--- config.mk ---
export PLATFORM = sky130hd
export DESIGN_NAME = audio_sample_scheduler
export DESIGN_NICKNAME = d
export VERILOG_FILES = /design/src/rtl/audio_sample_scheduler.sv
export SDC_FILE = /design/constraint.sdc
export NUM_CORES = 1
export LEC_CHECK = 0
export CAP_MARGIN = 20
export CORE_ASPECT_RATIO = 1.4
export CORE_MARGIN = 2
export CORE_UTILIZATION = 45
export DETAILED_ROUTE_END_ITERATION = 10
export PLACE_DENSITY_LB_ADDON = 0.1
export SETUP_SLACK_MARGIN = 0.4
export SLEW_MARGIN = 20
export SYNTH_ARGS = -nofsm -noshare
export SYNTH_HDL_FRONTEND = slang
export SYNTH_SLANG_ARGS = --single-unit
--- constraint.sdc ---
create_clock -name iAUD_BCLK -period 4.7 [get_ports iAUD_BCLK]
set_clock_uncertainty 0.05 [all_clocks]
set_input_delay 0.705 -clock iAUD_BCLK [delete_from_list [all_inputs] [get_ports iAUD_BCLK]]
set_output_delay 0.705 -clock iAUD_BCLK [all_outputs]
set_load 0.02 [all_outputs]
--- src/rtl/audio_sample_scheduler.sv ---
// rtl/audio_sample_scheduler.sv - per-frame stereo sample scheduler between synth engine and I2S serializer
//
// Paces the synth engine with one request per stereo frame, derived from the
// LR clock, double-buffers the returned left/right pair and commits it to the
// serializer only at frame start (LRCK falling edge), so the serializer never
// sees a torn pair. Late or missing data is reported as an underrun; mute
// zeros the committed pair.
//
// Parameters:
//   AUD_BIT_DEPTH  sample width (two's complement)
//   UNDERRUN_HOLD  1 = repeat last committed pair on underrun, 0 = commit zeros
//   CNT_W          width of the saturating underrun counter
//
// Ports:
//   iAUD_BCLK       in   bit clock, all logic on posedge
//   reset_reg_N     in   asynchronous active-low reset
//   iAUD_DACLRCK    in   LR clock (low = left half, high = right half)
//   i_mute          in   mute request, sampled at frame start
//   o_sample_req    out  request for the next stereo pair
//   i_sample_valid  in   qualifies i_lsample / i_rsample while requesting
//   i_lsample       in   left sample from the engine
//   i_rsample       in   right sample from the engine
//   o_lsound_out    out  committed left sample
//   o_rsound_out    out  committed right sample
//   o_frame_tick    out  one-cycle pulse at each commit
//   o_underrun      out  one-cycle pulse when a frame start finds no fresh pair
//   o_underrun_cnt  out  saturating underrun count
//
// Optional feature macro: AUDIO_SCHED_SOFTMUTE_EN
//   When defined, mute ramps an attenuation shift (0..8) once per frame start
//   instead of hard-zeroing the outputs.

module audio_sample_scheduler #(
  parameter int AUD_BIT_DEPTH = 24,
  parameter int UNDERRUN_HOLD = 1,
  parameter int CNT_W         = 16
) (
  input  logic                     iAUD_BCLK,
  input  logic                     reset_reg_N,
  input  logic                     iAUD_DACLRCK,
  input  logic                     i_mute,
  output logic                     o_sample_req,
  input  logic                     i_sample_valid,
  input  logic [AUD_BIT_DEPTH-1:0] i_lsample,
  input  logic [AUD_BIT_DEPTH-1:0] i_rsample,
  output logic [AUD_BIT_DEPTH-1:0] o_lsound_out,
  output logic [AUD_BIT_DEPTH-1:0] o_rsound_out,
  output logic                     o_frame_tick,
  output logic                     o_underrun,
  output logic [CNT_W-1:0]         o_underrun_cnt
);

  typedef enum logic [1:0] {
    ST_SYNC = 2'd0,
    ST_SLOT = 2'd1,
    ST_REQ  = 2'd2,
    ST_HAVE = 2'd3
  } state_t;

  state_t                   state_q,  state_d;
  logic                     lrck_q;
  logic                     req_q,    req_d;
  logic                     tick_q,   tick_d;
  logic                     urun_q,   urun_d;
  logic [AUD_BIT_DEPTH-1:0] lstage_q, lstage_d;
  logic [AUD_BIT_DEPTH-1:0] rstage_q, rstage_d;
  logic [AUD_BIT_DEPTH-1:0] lsound_q, lsound_d;
  logic [AUD_BIT_DEPTH-1:0] rsound_q, rsound_d;
  logic [CNT_W-1:0]         cnt_q,    cnt_d;

  logic                     rise;
  logic                     fall;
  logic                     frame_start;
  logic                     commit;
  logic                     miss;
  logic [AUD_BIT_DEPTH-1:0] src_l;
  logic [AUD_BIT_DEPTH-1:0] src_r;

  // LRCK rising edge opens the request window; falling edge is frame start.
  assign rise        = iAUD_DACLRCK & ~lrck_q;
  assign fall        = ~iAUD_DACLRCK & lrck_q;
  // The very first fall after reset only aligns the FSM and is not a frame.
  assign frame_start = fall && (state_q != ST_SYNC);

`ifdef AUDIO_SCHED_SOFTMUTE_EN
  logic [3:0] atten_q, atten_d;

  always_comb begin
    atten_d = atten_q;
    if (frame_start) begin
      if (i_mute) begin
        if (atten_q < 4'd8) atten_d = atten_q + 4'd1;
      end else begin
        if (atten_q != 4'd0) atten_d = atten_q - 4'd1;
      end
    end
  end

  always_ff @(posedge iAUD_BCLK or negedge reset_reg_N) begin
    if (!reset_reg_N) atten_q <= 4'd0;
    else              atten_q <= atten_d;
  end
`endif

  always_comb begin
    state_d  = state_q;
    req_d    = req_q;
    tick_d   = 1'b0;
    urun_d   = 1'b0;
    lstage_d = lstage_q;
    rstage_d = rstage_q;
    lsound_d = lsound_q;
    rsound_d = rsound_q;
    cnt_d    = cnt_q;
    commit   = 1'b0;
    miss     = 1'b0;
    src_l    = lstage_q;
    src_r    = rstage_q;

    case (state_q)
      ST_SYNC: begin
        if (fall) state_d = ST_SLOT;
      end
      ST_SLOT: begin
        // A frame start before any request window means nothing was fetched.
        if (fall) begin
          miss = 1'b1;
        end else if (rise) begin
          state_d = ST_REQ;
          req_d   = 1'b1;
        end
      end
      ST_REQ: begin
        if (i_sample_valid) begin
          lstage_d = i_lsample;
          rstage_d = i_rsample;
          req_d    = 1'b0;
          if (fall) begin
            // Data arriving on the frame-start cycle bypasses staging.
            commit  = 1'b1;
            src_l   = i_lsample;
            src_r   = i_rsample;
            state_d = ST_SLOT;
          end else begin
            state_d = ST_HAVE;
          end
        end else if (fall) begin
          miss    = 1'b1;
          req_d   = 1'b0;
          state_d = ST_SLOT;
        end
      end
      ST_HAVE: begin
        if (fall) begin
          commit  = 1'b1;
          state_d = ST_SLOT;
        end
      end
      default: begin
        state_d = ST_SYNC;
        req_d   = 1'b0;
      end
    endcase

    if (miss) begin
      cnt_d = (&cnt_q) ? cnt_q : cnt_q + CNT_W'(1);
    end

    if (commit || miss) begin
      tick_d = 1'b1;
      urun_d = miss;
      // On a hold-policy underrun the staging pair is the last committed pair.
      if (miss && (UNDERRUN_HOLD == 0)) begin
        lsound_d = '0;
        rsound_d = '0;
      end else begin
`ifdef AUDIO_SCHED_SOFTMUTE_EN
        if (atten_d >= 4'd8) begin
          lsound_d = '0;
          rsound_d = '0;
        end else begin
          lsound_d = $unsigned($signed(src_l) >>> atten_d);
          rsound_d = $unsigned($signed(src_r) >>> atten_d);
        end
`else
        if (i_mute) begin
          lsound_d = '0;
          rsound_d = '0;
        end else begin
          lsound_d = src_l;
          rsound_d = src_r;
        end
`endif
      end
    end
  end

  always_ff @(posedge iAUD_BCLK or negedge reset_reg_N) begin
    if (!reset_reg_N) begin
      state_q  <= ST_SYNC;
      lrck_q   <= 1'b0;
      req_q    <= 1'b0;
      tick_q   <= 1'b0;
      urun_q   <= 1'b0;
      lstage_q <= '0;
      rstage_q <= '0;
      lsound_q <= '0;
      rsound_q <= '0;
      cnt_q    <= '0;
    end else begin
      state_q  <= state_d;
      lrck_q   <= iAUD_DACLRCK;
      req_q    <= req_d;
      tick_q   <= tick_d;
      urun_q   <= urun_d;
      lstage_q <= lstage_d;
      rstage_q <= rstage_d;
      lsound_q <= lsound_d;
      rsound_q <= rsound_d;
      cnt_q    <= cnt_d;
    end
  end

  assign o_sample_req   = req_q;
  assign o_frame_tick   = tick_q;
  assign o_underrun     = urun_q;
  assign o_lsound_out   = lsound_q;
  assign o_rsound_out   = rsound_q;
  assign o_underrun_cnt = cnt_q;

endmodule
After elaboration in Yosys (flattened, before gate mapping)
Cells that the tools add are included.
Word-level totals
  output and inout port bits: 67
  word-level logic and storage cells: 57
  flip-flop bits (word level): 118
  bits of input ports: 53
Operators by class
  mux-type cells: 26
  reductions and logical operators: 9
  eq/ne operators: 6
  bitwise gates (word level): 5
  add/subtract/negate cells: 1
Operators by type and width (count)
  $mux 24: 8
  $add 16x1->16 const B: 1
  $reduce_and 16->1: 1
  $mux 2: 5
  $mux 1: 9
  $pmux 1 s2: 3
  $pmux 2 s3: 1
  $reduce_and 2->1: 3
  $eq 2x2->1 const B: 2
  $ne 2x2->1 const B: 2
  $reduce_and 4->1: 1
  $ne 3x3->1 const B: 1
  $not 1->1: 3
  $and 1x1->1: 2
  $eq 2x1->1 const B: 1
  $logic_not 2->1: 1
  $reduce_bool 2->1: 1
  $reduce_or 2->1: 1
  $logic_or 1x1->1: 1

Longest topological paths before layout
Gate-level depths: netlist of the first run.
  depth after elaboration: 7
  mapped depth: 9
  depth with buffers taken out: 6

Worst setup path before layout of the first run
OpenSTA, ideal clock, no wires.
  path kind: register -> register
  start: register state_q[0]
  end: register lsound_q[14], in the netlist o_lsound_out[14]
  data arrival time: 1932 ps
  library setup time: 125 ps
  period minus slack after synthesis: 2107 ps
  cell stages (with the launch flop): 10
  data required time: 4525 ps
  path buffers: 3
  path slack: 2593 ps
  cells stage by stage: dfrtp_1 > inv_1 > ha_1 > buf_2 > nor2b_2 > o21ai_2 > o21a_1 > buf_4 > buf_6 > mux2_2
Between the ends
  longest elaborated chain between the ends: 3
  elaborated cells between the ends (all ways): 8
  classes of those cells: eq/ne: 3; mux: 4; reduce/logical: 1
Ends and longest elaborated chain
  start, declared: line 60  | state_t state_q, state_d;
  start signal, assigned: line 211  | state_q <= state_d;
  $eq 2x2->1 / $eq 2x1->1 (equally long branches): line 120  | case (state_q)
  $pmux 1 s2 / $mux 24 (equally long branches): line 120
  $logic_or 1x1->1 / $mux 24 (equally long branches): line 169, 186
  end signal, assigned: line 218  | lsound_q <= lsound_d;
  end, declared: line 67  | logic [AUD_BIT_DEPTH-1:0] lsound_q, lsound_d;
Several ways; a longest one is shown, not always the timed one.
A chain may end at the register's enable or synchronous reset.

Worst setup path in the final report of the first run
  start: register state_q[0]
  end: register rsound_q[4], in the netlist o_rsound_out[4]
Between the ends
  longest elaborated chain between the ends: 3
  elaborated cells between the ends (all ways): 8
  classes of those cells: eq/ne: 3; mux: 4; reduce/logical: 1
Ends and longest elaborated chain
  $eq 2x2->1 / $eq 2x1->1 (equally long branches): line 120
  $pmux 1 s2 / $mux 24 (equally long branches): line 120
  $logic_or 1x1->1 / $mux 24 (equally long branches): line 169, 186
  end signal, assigned: line 219  | rsound_q <= rsound_d;
  end, declared: line 68  | logic [AUD_BIT_DEPTH-1:0] rsound_q, rsound_d;
Several ways; a longest one is shown, not always the timed one.

==> results of run 1 <==
==> cells in the mapped netlist (2+ instances only) <==
cell type / instances
nand2_1: 7
mux2_2: 98
o2111ai_1: 2
nor2_1: 53
clkbuf_1: 5
inv_1: 11
o21ai_0: 2
ha_1: 5
nand2b_1: 2
xor2_1: 10
o22a_1: 2
a211oi_1: 2
nor3_1: 4
dfrtp_1: 118
mux2i_1: 50
buf_1: 5
nor4b_1: 2
buf_4: 3
nand3_1: 3
buf_2: 8
a21oi_1: 4
nor3b_1: 2
and2_1: 2
==> where the power goes <==
part	switching, mW	internal (mW)	total (mW)
Sequential	0.211	1.41	1.62
Clock	0.441	0.925	1.37
Combinational	0.669	0.840	1.51
==> through the flow <==
step	cells	worst slack [ns]	power [mW]	util (%)	hold WS, ns
floorplan	420	2.59	2.57	-	0.359
global placement	670	1.63	3.10	57.0	0.436
detailed placement	670	1.57	3.16	57.0	0.441
CTS	702	1.98	4.54	62.3	0.212
global route	702	1.79	4.76	62.3	0.235
finish	702	2.01	4.50	62.3	0.216
==> cell families (layout without fill, tap and decap cells) <==
logic type / count (synthesis) / after routing / share of synthesized area [%]
simple gates: 86 / 86 / 7.96
fa+ha+maj: 5 / 5 / 1.15
mux: 148 / 148 / 29.5
flops: 118 / 118 / 54.3
compound gates: 19 / 19 / 2.51
xor+xnor: 11 / 11 / 1.77
buf+inv: 33 / 168 / 2.81
==> worst min-delay path by stage <==
stage,startpoint,to,slack (ns),cells after the start
floorplan,reset_reg_N,lrck_q$_DFF_PN0_,0.36,0
global placement,rstage_q[18]$_DFFE_PN0P_,rstage_q[18]$_DFFE_PN0P_,0.44,1
detailed placement,o_underrun_cnt[15]$_DFFE_PN0P_,o_underrun_cnt[15]$_DFFE_PN0P_,0.44,1
CTS,reset_reg_N,lstage_q[21]$_DFFE_PN0P_,0.21,1
global route,reset_reg_N,lstage_q[21]$_DFFE_PN0P_,0.24,1
finish,reset_reg_N,lstage_q[21]$_DFFE_PN0P_,0.22,1
==> critical path: cells and delay by family, from the launching register on <==
kind | cells | cell delay [ns]
compound gates | 2 | 0.80
fa+ha+maj | 1 | 0.29
buf+inv | 2 | 0.42
flops | 1 | 0.43
mux | 1 | 0.36
simple gates | 1 | 0.21
==> cells in the final DEF, fill, tap and decap left out, drive strengths merged, types with 3 or more instances in the layout <==
master,instances
dfrtp,118
clkdlybuf4s50,117
mux2,98
nor2,53
mux2i,50
clkbuf,23
inv,11
xor2,10
buf,8
nand2,7
ha,5
a21oi,4
nor3,4
clkinv,4
bufinv,4
nand3,3
nor4b,3
nor3b,3
o21ai,3
==> final cells by class <==
| class | count | area, sq um | area share (%) |
|---|---|---|---|
| clock inverter | 9 | 148 | 2.00 |
| tap | 147 | 184 | 2.50 |
| multi-input combinational | 269 | 2340 | 31.7 |
| clock buffer | 23 | 478 | 6.49 |
| sequential | 118 | 2950 | 40.1 |
| timing repair buffer | 125 | 1230 | 16.7 |
| inverter | 11 | 41.3 | 0.560 |
==> layer usage <==
metal,vias to the layer above,global-route usage (%),share of wire [%]
met2,93,31.7,50
met1,1883,23.0,44
met5,-,0,0
li1,1718,-,-
met3,14,6.72,5.2
met4,0,5.63,1.3
==> sequential cells by signal (all words and copies together), names as in the netlist <==
signal,cells
o_underrun,1
state_q,2
rstage_q,24
o_lsound_out,24
lstage_q,24
o_sample_req,1
o_frame_tick,1
o_rsound_out,24
o_underrun_cnt,16
lrck_q,1
==> impl_metrics.tcl, run 1 <==
set metrics [dict create \
    status "complete, no violations" \
    ant_nets 0 \
    final_max_slew_viol_count 0 \
    p_leak_nw 3.59 \
    die_w_um 96.9 \
    cp-startpoint "state_q[0]$_DFFE_PN0P_" \
    synth_edf_count 0 \
    endpoint "o_rsound_out[4]$_DFFE_PN0P_" \
    die_area_sq_um 13000 \
    wire_per_inst_um 16.6 \
    r2r_cells 7 \
    arrival_ns 2.93 \
    grt_max_degree 49 \
    area_growth_pct 35.5 \
    tightest_slew_ns 0.934 \
    reg2reg_from "state_q[0]$_DFFE_PN0P_" \
    synth_top_area_share_pct 54.3 \
    maxSlewHeadroom_pct 37.8 \
    antenna_found_initial 0 \
    synth_flop_cell "dfrtp_1" \
    syn_nets 478 \
    max_stage_delay_ns 0.57 \
    finish.instance_area_sq_um 7370 \
    cpMaxStageDelayCell "o21a_2" \
    root_buffer "clkbuf_16" \
    track_usage_pct 18.9 \
    syn_area_sq_um 5440 \
    ioPinCount 120 \
    antenna_cells 0 \
    grt_pass1_wl_um 19600 \
    cts_setup_buffers 0 \
    fill_cells 968 \
    ys_seq_elements 118 \
    setup_violations 0 \
    path_cells "inv_1, ha_1, nor2b_2, o21ai_2, o21a_2, buf_4, mux2_2" \
    portBuffers 119 \
    start_util_pct 46.0 \
    rows 47 \
    ctsResizeCount 0 \
    cts_tree "done" \
    crit_type "register to register" \
    r2r-end "o_rsound_out[4]$_DFFE_PN0P_" \
    grt_pass1_vias 3928 \
    grt_overflow 0 \
    hold_buffers 0 \
    fp.dieH_um 134 \
    numClockSinks 118 \
    num_vias 3708 \
    tns_ns 0 \
    fin_crit_sh_pct 57.3 \
    r2r_slack_ns 2.01 \
    gp_congestion 0.762 \
    first_pass_iters 4 \
    clk_latency_ns 0.41 \
    cts_max_level 4 \
    critPathLaunchType "register" \
    final_layout_size_suffix_gt1_share_pct 25.8 \
    required_ns 4.94 \
    powerDensity_nw_per_um2 610 \
    drt_iter0_drc 114 \
    rsz0062_at_grt "no" \
    drv_cap 0 \
    hp-class "primary input to asynchronous set/reset pin" \
    synthArstFlopShare_pct 100 \
    finalHoldViolCount 0 \
    hpwl_um 7610 \
    synth_area_leaders "dfrtp_1 (54%), mux2_2 (20%), mux2i_1 (9.2%)" \
    cp_max_fo 23 \
    yosysUniqueCellTypes 43 \
    cp-end-kind "register" \
    irDropWorstVdd_uv 275 \
    final_nets 600 \
    syn_area_per_cell_sq_um 12.9 \
    wirelength_um 11700 \
    synth_top_area_cell "dfrtp_1" \
    via_per_inst 5.28 \
    max_clock_freq_ghz 0.372 \
    ys_seq_area_share_pct 54.3 \
    cts_buffer_depth 2 \
    synth_cells 420 \
    drc_errors 0 \
    core-area_sq_um 11800 \
    clk_pin_slew_ns 0.06 \
    cts_buffers 17 \
    placed_area_sq_um 6740 \
    period_needed_ns 2.69 \
    synth_warnings 0 \
]
(Power assumes the default switching activity.)
==> inputs of run 2 (changes only) <==
==> constraint.sdc (replaced) <==
create_clock -name iAUD_BCLK -period 2.63 [get_ports iAUD_BCLK]
set_clock_uncertainty 0.05 [all_clocks]
set_input_delay 0.3945 -clock iAUD_BCLK [delete_from_list [all_inputs] [get_ports iAUD_BCLK]]
set_output_delay 0.3945 -clock iAUD_BCLK [all_outputs]
set_load 0.02 [all_outputs]
==> impl_metrics.tcl, run 2 (synthesis results as in run 1) <==
set metrics [dict create \
    status "complete, no violations" \
    via_per_inst 5.15 \
    final_common_cell "dfrtp_1" \
    max_clock_freq_ghz 0.469 \
    dp_slack_ns 0.219 \
    critPathLaunchType "register" \
    maxSlewHeadroom_pct 59.4 \
    irDropWorstVdd_uv 525 \
    clk_latency_ns 0.40 \
    track_usage_pct 18.6 \
    portBuffers 119 \
    die_w_um 96.9 \
    drv_cap 0 \
    antenna_cells 0 \
    hpwl_um 7530 \
    cp-startpoint "state_q[0]$_DFFE_PN0P_" \
    die_area_sq_um 13000 \
    crit_type "register to register" \
    powerDensity_nw_per_um2 1070 \
    cp-end-kind "register" \
    ant_nets 0 \
    fin_hold_ws_ns 0.451 \
    placed_cells 673 \
    first_pass_iters 4 \
    ioPinCount 120 \
    drc_errors 0 \
    cts_max_level 4 \
    period_needed_ns 2.13 \
    tns_ns 0 \
    postLayoutCoreUtil_pct 63.4 \
    total_power_mw 7.99 \
    finalHoldViolCount 0 \
    area_growth_pct 37.9 \
    fin_crit_sh_pct 81.1 \
    p_leak_nw 3.65 \
    reg2reg_from "state_q[0]$_DFFE_PN0P_" \
    grt_max_degree 55 \
    gp_congestion 0.805 \
    mostFrequentLayoutCells "dfrtp_1 (118), clkdlybuf4s50_1 (117), mux2_2 (98)" \
    hp-start "o_lsound_out[20]$_DFFE_PN0P_" \
    setup_ws_ns 0.498 \
    required_ns 2.87 \
    final_max_slew_viol_count 0 \
    grt_overflow 0 \
    setup_violations 0 \
    cts_buffer_depth 2 \
    grt_pass1_vias 3908 \
    numClockSinks 118 \
    wire_per_inst_um 16.3 \
    cp_max_fo 5 \
    root_buffer "clkbuf_16" \
    clk_pin_slew_ns 0.05 \
    final_nets 605 \
    rsz0062_at_grt "yes" \
    hp-class "register to register" \
    start_util_pct 46.0 \
    fp.dieH_um 134 \
    cts_buffers 17 \
    placed_area_sq_um 6840 \
    drt_iter0_drc 105 \
    rows 47 \
    r2r_slack_ns 0.50 \
    cts_tree "done" \
    num_vias 3639 \
    tightest_slew_ns 0.609 \
    instances_no_fill 707 \
    wirelength_um 11600 \
    arrival_ns 2.37 \
    final_layout_size_suffix_gt1_share_pct 26.8 \
    grt_pass1_wl_um 19400 \
    finish.instance_area_sq_um 7500 \
    core-area_sq_um 11800 \
    antenna_found_initial 0 \
]
[run 2: cell count changes in the layout (fill, tap and decap cells not counted), moves of 2 or more]
cell and change:
buf_12 +6, o2111ai_2 +2, o2111ai_1 -2, buf_4 -2
[run 2: area by class of cell]
cell class	count	area, sq um
clock inverter	9	124
inverter	11	41.3
tap	147	184
sequential	118	2950
clock buffer	23	478
fill	957	4320
timing repair buffer	130	1340
multi-input combinational	269	2370
[run 2: final timing paths]
kind / end / cells past startpoint
worst max-delay path: o_underrun_cnt[14]$_DFFE_PN0P_ / 6
worst min-delay path: o_lsound_out[20]$_DFFE_PN0P_ / 1
worst max register to register: o_underrun_cnt[14]$_DFFE_PN0P_ / 6
worst min register to register: o_lsound_out[20]$_DFFE_PN0P_ / 1
max in group asynchronous: rstage_q[21]$_DFFE_PN0P_ / 3
min in group asynchronous: o_lsound_out[21]$_DFFE_PN0P_ / 2
[run 2: critical path, cell delays in order, from the launching register on]
cell and delay [ns]:
dfrtp_1 0.42, inv_1 0.07, ha_1 0.35, nor3b_4 0.32, o2111ai_2 0.24, nor3_2 0.23, mux2_2 0.34
[run 2: report_power, final]
group          switching, mW  total [mW]  internal (mW)
sequential             0.365        2.88           2.52
clock                  0.764        2.32           1.56
combinational           1.23        2.79           1.56
[run 2: routing by layer]
layer | routed length (um) | track usage, %
met5 | 0 | 0
met4 | 191 | 6.57
met3 | 576 | 5.73
met2 | 5780 | 31.4
met1 | 5010 | 22.6
[run 2: timing repair]
item,CTS,global route
pin swaps,0,2
setup endpoints to repair,48,54
hold buffers,1,0
setup buffers,0,1
resized for setup,1,5
endpoints found under the hold margin,43,0
